[src/rtl/vo_unpack.sv]
// vo_unpack: turns 128-bit FIFO words (4 pixels each) into a ready/valid pixel stream
// with start-of-frame / end-of-line markers and a starvation counter.
module vo_unpack #(
    parameter int H_ACTIVE = 1920,
    parameter int V_ACTIVE = 1080
) (
    input  logic         ui_clk,
    input  logic         rst,
    input  logic [127:0] fifo_dout,
    input  logic         fifo_empty,
    output logic         fifo_rd_en,
    input  logic         frame_rst,
    output logic [23:0]  p_data,
    output logic         p_valid,
    input  logic         p_ready,
    output logic         p_sof,
    output logic         p_eol,
    output logic [15:0]  underflow_cnt
);
    localparam int XW = $clog2(H_ACTIVE + 1);
    localparam int YW = $clog2(V_ACTIVE + 1);

    logic [95:0]   act_q, act_d, nxt_q, nxt_d, word;
    logic          act_full_q, act_full_d, nxt_full_q, nxt_full_d;
    logic          pend_q, pend_d, started_q, started_d;
    logic [1:0]    lane_q, lane_d;
    logic [XW-1:0] x_q, x_d;
    logic [YW-1:0] y_q, y_d;
    logic [15:0]   ucnt_q, ucnt_d;
    logic          xfer, x_last, y_last, act_load, unused_pad;

    // Only the low 24 bits of each 32-bit lane carry pixel data.
    assign word       = {fifo_dout[119:96], fifo_dout[87:64], fifo_dout[55:32], fifo_dout[23:0]};
    assign unused_pad = ^{fifo_dout[127:120], fifo_dout[95:88], fifo_dout[63:56], fifo_dout[31:24]};

    assign xfer       = act_full_q && p_ready;
    assign x_last     = x_q == XW'(H_ACTIVE - 1);
    assign y_last     = y_q == YW'(V_ACTIVE - 1);
    assign act_load   = !act_full_q || (xfer && lane_q == 2'd3);
    assign fifo_rd_en = !rst && !frame_rst && !fifo_empty && !pend_q && !nxt_full_q;

    assign p_valid       = act_full_q;
    assign p_data        = !act_full_q ? 24'd0 :
                           lane_q == 2'd0 ? act_q[95:72] :
                           lane_q == 2'd1 ? act_q[71:48] :
                           lane_q == 2'd2 ? act_q[47:24] : act_q[23:0];
    assign p_sof         = act_full_q && x_q == '0 && y_q == '0;
    assign p_eol         = act_full_q && x_last;
    assign underflow_cnt = ucnt_q;

    always_comb begin
        act_d      = act_q;
        act_full_d = act_full_q;
        nxt_d      = nxt_q;
        nxt_full_d = nxt_full_q;
        lane_d     = lane_q;
        x_d        = x_q;
        y_d        = y_q;
        started_d  = started_q;
        pend_d     = fifo_rd_en;
        ucnt_d     = (started_q && p_ready && !act_full_q && ucnt_q != 16'hFFFF) ? ucnt_q + 16'd1 : ucnt_q;
        if (xfer) begin
            lane_d     = lane_q + 2'd1;
            act_full_d = lane_q != 2'd3;
            x_d        = x_last ? '0 : x_q + XW'(1);
            y_d        = !x_last ? y_q : y_last ? '0 : y_q + YW'(1);
            started_d  = !(x_last && y_last);
        end
        // A returning read bypasses NEXT when ACTIVE is free and NEXT is empty.
        if (act_load && (nxt_full_q || pend_q)) begin
            act_d      = nxt_full_q ? nxt_q : word;
            act_full_d = 1'b1;
            lane_d     = 2'd0;
            nxt_full_d = 1'b0;
        end
        if (pend_q && !(act_load && !nxt_full_q)) begin
            nxt_d      = word;
            nxt_full_d = 1'b1;
        end
        if (frame_rst) begin
            act_full_d = 1'b0;
            nxt_full_d = 1'b0;
            pend_d     = 1'b0;
            lane_d     = 2'd0;
            x_d        = '0;
            y_d        = '0;
            started_d  = 1'b0;
        end
    end

    always_ff @(posedge ui_clk) begin
        if (rst) begin
            act_full_q <= 1'b0;
            nxt_full_q <= 1'b0;
            pend_q     <= 1'b0;
            started_q  <= 1'b0;
            lane_q     <= 2'd0;
            x_q        <= '0;
            y_q        <= '0;
            ucnt_q     <= 16'd0;
        end else begin
            act_full_q <= act_full_d;
            nxt_full_q <= nxt_full_d;
            pend_q     <= pend_d;
            started_q  <= started_d;
            lane_q     <= lane_d;
            x_q        <= x_d;
            y_q        <= y_d;
            ucnt_q     <= ucnt_d;
        end
    end

    always_ff @(posedge ui_clk) begin
        act_q <= act_d;
        nxt_q <= nxt_d;
    end
endmodule

[config.mk]
export PLATFORM = sky130hd
export DESIGN_NAME = vo_unpack
export DESIGN_NICKNAME = d
export VERILOG_FILES = /design/src/rtl/vo_unpack.sv
export SDC_FILE = /design/constraint.sdc
export NUM_CORES = 1
export LEC_CHECK = 0
export BUFFER_PORTS_ARGS = -buffer_cell sky130_fd_sc_hd__buf_2
export CORE_MARGIN = 5
export CORE_UTILIZATION = 50
export DETAILED_ROUTE_END_ITERATION = 16
export PLACE_DENSITY = 0.82
export SETUP_SLACK_MARGIN = 0.15
export SLEW_MARGIN = 20
export SYNTH_ARGS = -nofsm -noshare
export SYNTH_HDL_FRONTEND = slang
export SYNTH_SLANG_ARGS = --single-unit
[constraint.sdc]
create_clock -name ui_clk -period 5.5 [get_ports ui_clk]
set_clock_uncertainty 0.15 [all_clocks]
set_input_delay 0 -clock ui_clk [delete_from_list [all_inputs] [get_ports ui_clk]]
set_output_delay 0 -clock ui_clk [all_outputs]
set_load 0.02 [all_outputs]
# Word level (Yosys, flattened, before mapping)
# Index checks and enable logic that the tools add are counted.
op_classes:
  n_addsub: 4
  eq_ne: 7
  mux: 11
  n_reduce_logical: 34
ops:
  columns: ["operator", "count"]
  rows:
  - ["2-to-1 mux 24 bit", 4]
  - ["2-to-1 mux 96 bit", 1]
  - ["adder 11 x 1 -> 11 bit, second input constant", 2]
  - ["== test 11 bit, second input constant", 2]
  - ["logical NOT 11 bit", 2]
  - ["2-to-1 mux 11 bit", 2]
  - ["adder 16 x 1 -> 16 bit, second input constant", 1]
  - ["logical AND 1 bit", 16]
  - ["!= test 16 bit, second input constant", 1]
  - ["logical NOT 1 bit", 8]
  - ["== test 2 bit, second input constant", 2]
  - ["2-to-1 mux 1 bit", 4]
  - ["nonzero test 2 bit", 2]
  - ["OR reduction 3 bit", 1]
  - ["adder 2 x 1 -> 2 bit, second input constant", 1]
  - ["== test 2 x 1 -> 1 bit, second input constant", 1]
  - ["logical NOT 2 bit", 1]
  - ["logical OR 1 bit", 2]
  - ["!= test 2 bit, second input constant", 1]
  - ["AND reduction 2 bit", 1]
  - ["OR reduction 2 bit", 1]
word_totals:
  ff_bits: 236
  inputBits: 133
  output_inout_bits: 44
  elab_cells: 66

# Depth between registers and ports, before layout
logic_depth:
  word_depth: 7
  mapped_depth: 9
  mapped_depth_nobuf: 7

# Worst setup path after synthesis
# OpenSTA, ideal clock, no wires.
synth_timing:
  path_kind: "register to register"
  start: "register act_full_q, in the netlist p_valid"
  end: "register act_q[0] (enable)"
  setup_ns: 0.551
  arrival_time_ns: 4.825
  required_ns: 4.799
  setup_slack_ns: -0.027
  stages_incl_launch_ff: 4
  path_buffers: 1
  synth_period_minus_slack_ns: 5.527
  cell_sequence: "dfxtp_1 clkbuf_1 a21boi_0 nor2_1"
synth_between:
  elab_chain_len: 4
  word_cells_on_any_way: 5
  classes_between: "reduce/logical: 5"
synth_lines:
  columns: ["element", "line", "rtl"]
  rows:
  - ["start: declaration", "24", "logic act_full_q, act_full_d, nxt_full_q, nxt_full_d;"]
  - ["start signal: assignment", "102", "act_full_q <= act_full_d;"]
  - ["logical AND 1 bit", "36", "assign xfer = act_full_q && p_ready;"]
  - ["logical AND 1 bit", "39", "assign act_load = !act_full_q || (xfer && lane_q == 2'd3);"]
  - ["logical OR 1 bit (*)", "39", null]
  - ["logical AND 1 bit (*)", "70", "if (act_load && (nxt_full_q || pend_q)) begin"]
  - ["end signal: assignment", "114", "act_q <= act_d;"]
  - ["end: declaration", "23", "logic [95:0] act_q, act_d, nxt_q, nxt_d, word;"]
# Mark *: on every way between the ends. The rest lies on a longest branch, timed or not.
# A chain may end at the register's enable or synchronous reset.

# Worst setup path after layout
layout_timing:
  start: "register lane_q[0]"
  end: "output port p_data[18]"
layout_between:
  elab_chain_len: 5
  word_cells_on_any_way: 7
  classes_between: "eq/ne: 2; mux: 4; reduce/logical: 1"
layout_lines:
  columns: ["element", "line", "rtl"]
  rows:
  - ["start: declaration", "26", "logic [1:0] lane_q, lane_d;"]
  - ["start signal: assignment", "106", "lane_q <= lane_d;"]
  - ["== test 2 bit", "46", "lane_q == 2'd2 ? act_q[47:24] : act_q[23:0];"]
  - ["2-to-1 mux 24 bit", "46", null]
  - ["2-to-1 mux 24 bit", "45", "lane_q == 2'd1 ? act_q[71:48] :"]
  - ["2-to-1 mux 24 bit (*)", "44", "lane_q == 2'd0 ? act_q[95:72] :"]
  - ["2-to-1 mux 24 bit (*)", "43", "assign p_data = !act_full_q ? 24'd0 :"]
  - ["end: declaration", "13", "output logic [23:0] p_data,"]
# Marks and branches as above.

==> out/results.md <==
## Finish
• **area growth from synthesis to final layout** 28.43%
• **most frequent cells in the layout** edfxtp_1, buf_2, dlygate4sd3_1
• **most common cell after layout, fill and taps aside** edfxtp_1
• **Fill cells** 1,367
• **number of inserted diodes** 0
• **net count of the finished layout** 1,111
• **fraction of layout instances using a drive strength above 1** 29.72%

## Setup path
• **Slowest cell on crit path** ha_2
• **chain of cells forming the critical path** inv_1 > ha_2 > mux2i_1 > nor2_1 > a21oi_1 > o21ai_0 > and2_1 > buf_2
• **data required time at the worst endpoint** 5.35 ns
• **kind of critical path** flip-flop to output pin
• **CP max FO** 24
• **CP endpoint kind** output pin
• **peak per-stage delay on the critical path** 0.80 ns
• **startpoint type of the worst setup path** flip-flop
• **flop-to-flop setup slack** 2.86 ns
• **endpoint of the lowest-slack register-to-register path** underflow_cnt[0]
• **R2R Path Start** underflow_cnt[0]
• **crit path DAT** 2.81 ns
• **Worst R2R Path Depth** 7

## Die
• **die footprint** 22,890 um2
• **starting density of the core** 50.95%
• **Die Y-Extent** 151.3 um
• **num ports** 177
• **number of placement rows** 51
• **core region area** 19,590 um2
• **Die Width** 151.3 um

## Synthesis
• **FF+latch count, synth** 236
• **number of enable flip-flop cells after synthesis** 192
• **number of distinct standard cells referenced by the synthesized netlist** 45
• **average cell area after synthesis** 13.84 um2
• **total number of yosys warnings** 0
• **area of the mapped netlist** 9981 um2
• **cell types with the largest area share after synthesis** edfxtp_1, mux2_2, dfxtp_1
• **dominant synthesized flop cell** edfxtp_1
• **Yosys top cell area share** 57.77%
• **sequential element share of the synthesized area** 66.59%
• **synthesized net count** 863
• **area leader, netlist** edfxtp_1
• **number of instances in the synthesized netlist** 721
• **share of async-settable or async-resettable flops after synthesis** 0%

## Clock network
• **sink count of the clock tree** 236
• **total number of H-tree levels** 1
• **clock insertion delay at the later pin of the skew report** 0.53 ns
• **Clock transition at path regs** 0.06 ns
• **root buffer cell** clkbuf_16
• **Bufs on Longest Clock Path** 3
• **CTS tree** yes
• **number of buffers created by CTS** 25

## STA
• **number of hold violations in the final report** 0
• **post-layout minimum cycle time** 2.960 ns
• **Max transition margin** 32.59%
• **transition time at the pin with the least slew margin** 1.011 ns
• **max-slew violation count** 0
• **worst setup slack after layout** 2.540 ns
• **Setup Total Neg Slack** 0 ns
• **maximum clock rate** 0.3378 GHz
• **total setup violations reported at the end of the flow** 0
• **final worst-path cycle share** 53.82%
• **setup repair after global routing missed its margin** false

## Routing
• **DRC violation count after routing** 0
• **post-DR vias/cell** 5.267
• **Total Wirelength** 21,990 um
• **remaining antenna violation count after routing** 0
• **post-detailed-route wirelength per cell** 17.58 um
• **detailed-route via count** 6,589
• **first-pass iteration count of the detailed router** 5
• **Initial DRC Count** 395

## Global route
• **vias in the first global route** 6,874
• **number of antenna violations at the first check in global routing** 1
• **overall overflow remaining after global route** 0
• **first-pass GRT wire length** 35,400 um
• **global routing usage summed across all routing layers** 19.45%
• **pin count of the biggest net entering global routing** 78

## Worst hold path
• **startpoint of the tightest hold check path** fifo_dout[5]
• **classification of the worst-slack hold path** input port to flip-flop
• **hold-critical path depth** 2
• **sink of the worst hold path** nxt_q[5]

## Power
• **Peak supply drop** 0.0003051 V
• **leakage power** 0.004671 uW
• **pwr dens** 294.4 nW/um2

## Placed design
• **count of port buffers added during placement** 144
• **final weighted congestion of routability-driven global placement** 0.8372
• **DPL Wire Length** 12,470 um
• **Placement Setup Slack** 2.351 ns

## Status
• **status** finished clean

## Job
• **max-cap check violation count** 0

-- synth_stat cells, types with 7 or more instances --
cell type,number
edfxtp_1,192
mux2_2,96
nor2_1,71
nand2_1,45
dfxtp_1,44
a21oi_1,33
clkbuf_1,30
and2_1,28
mux2i_1,27
o21ai_0,26
xnor2_1,15
nand3_1,14
xor2_1,14
nand4_1,13
nor4_1,10
ha_1,9
inv_1,9
nor3_1,7
-- layout make-up --
| cell class | instances | area, um2 | share of cell area (%) |
|---|---|---|---|
| inverters | 9 | 33.78 | 0.2635 |
| clock inverters | 14 | 138.9 | 1.083 |
| multi-input cells | 443 | 3196 | 24.93 |
| clock buffers | 30 | 644.4 | 5.027 |
| well taps | 265 | 331.6 | 2.587 |
| flip-flops and latches | 236 | 6650 | 51.88 |
| repair buffers | 254 | 1824 | 14.23 |
-- critical path: cells and delay by family, from the launching register on --
family,cells,cell delay [ns]
multiplexers,1,0.29
AO/OA/AOI/OAI,2,0.29
AND/OR/NAND/NOR,2,0.29
adder cells (fa/ha/maj),1,0.80
buffers and inverters,2,0.26
flip-flops,1,0.35
-- registers in the layout (all words and copies together), names as in the netlist --
name and flops:
underflow_cnt 16, nxt_full_q 1, p_valid 1, started_q 1, act_q 96, lane_q 2, y_q 11, x_q 11
pend_q 1, nxt_q 96
-- cell families after synthesis --
group                    count (synthesis)  share of synthesized area [%]
AO/OA/AOI/OAI                           72                          4.074
adder cells (fa/ha/maj)                  9                          1.128
XOR/XNOR                                29                          2.545
multiplexers                           123                          13.54
AND/OR/NAND/NOR                        210                          10.51
flip-flops                             236                          66.59
buffers and inverters                   42                          1.617
-- timing repair --
| action | in CTS | in global routing |
|---|---|---|
| resized for setup | 0 | 0 |
| buffers inserted | 0 | 0 |
| hold buffers | 103 | 0 |
| endpoints found under the hold margin | 235 | 0 |
-- per-layer routing --
metal / vias to the layer above / GRT usage [%] / share of wire, %
met4: 2 / 4.533 / 2.0
met5: - / 0 / 0.059
met1: 3179 / 25.29 / 41
li1: 3167 / - / -
met2: 205 / 34.10 / 51
met3: 36 / 3.381 / 5.6
-- where the power goes --
part / total [uW] / leakage [uW] / switching [uW] / internal [uW]
clock network: 1620 / 0.000377 / 685 / 934
registers: 1960 / 0.00210 / 6.45 / 1960
logic: 192 / 0.00220 / 81.4 / 111
-- metrics by stage --
step | cell area [um2] | total power (uW) | hold WS (ns) | utilization, % | cells
final | 12820 | 3774 | 0.04455 | 65.43 | 1251
after global routing | 12820 | 3903 | 0.04215 | 65.43 | 1251
after CTS | 12790 | 3795 | 0.02255 | 65.29 | 1250
after detailed placement | 10980 | 2131 | 0.04154 | 56.03 | 1103
after global placement | 10980 | 2126 | 0.04061 | 56.03 | 1103
after floorplan | 9983 | 2066 | -0.07134 | - | 721
-- worst max path at each step --
stage	endpoint	startpoint	slack, ns	cells past startpoint
6_report	p_data[18]	lane_q[0]	2.54	8
5_1_grt	p_data[10]	lane_q[0]	2.38	8
4_1_cts	nxt_q[9]	lane_q[0]	2.36	4
3_5_place_dp	nxt_q[51]	lane_q[0]	2.35	4
3_3_place_gp	nxt_q[75]	lane_q[0]	2.45	4
2_1_floorplan	nxt_q[0]	p_valid	1.46	3
Power figures use the tool's default switching activity.
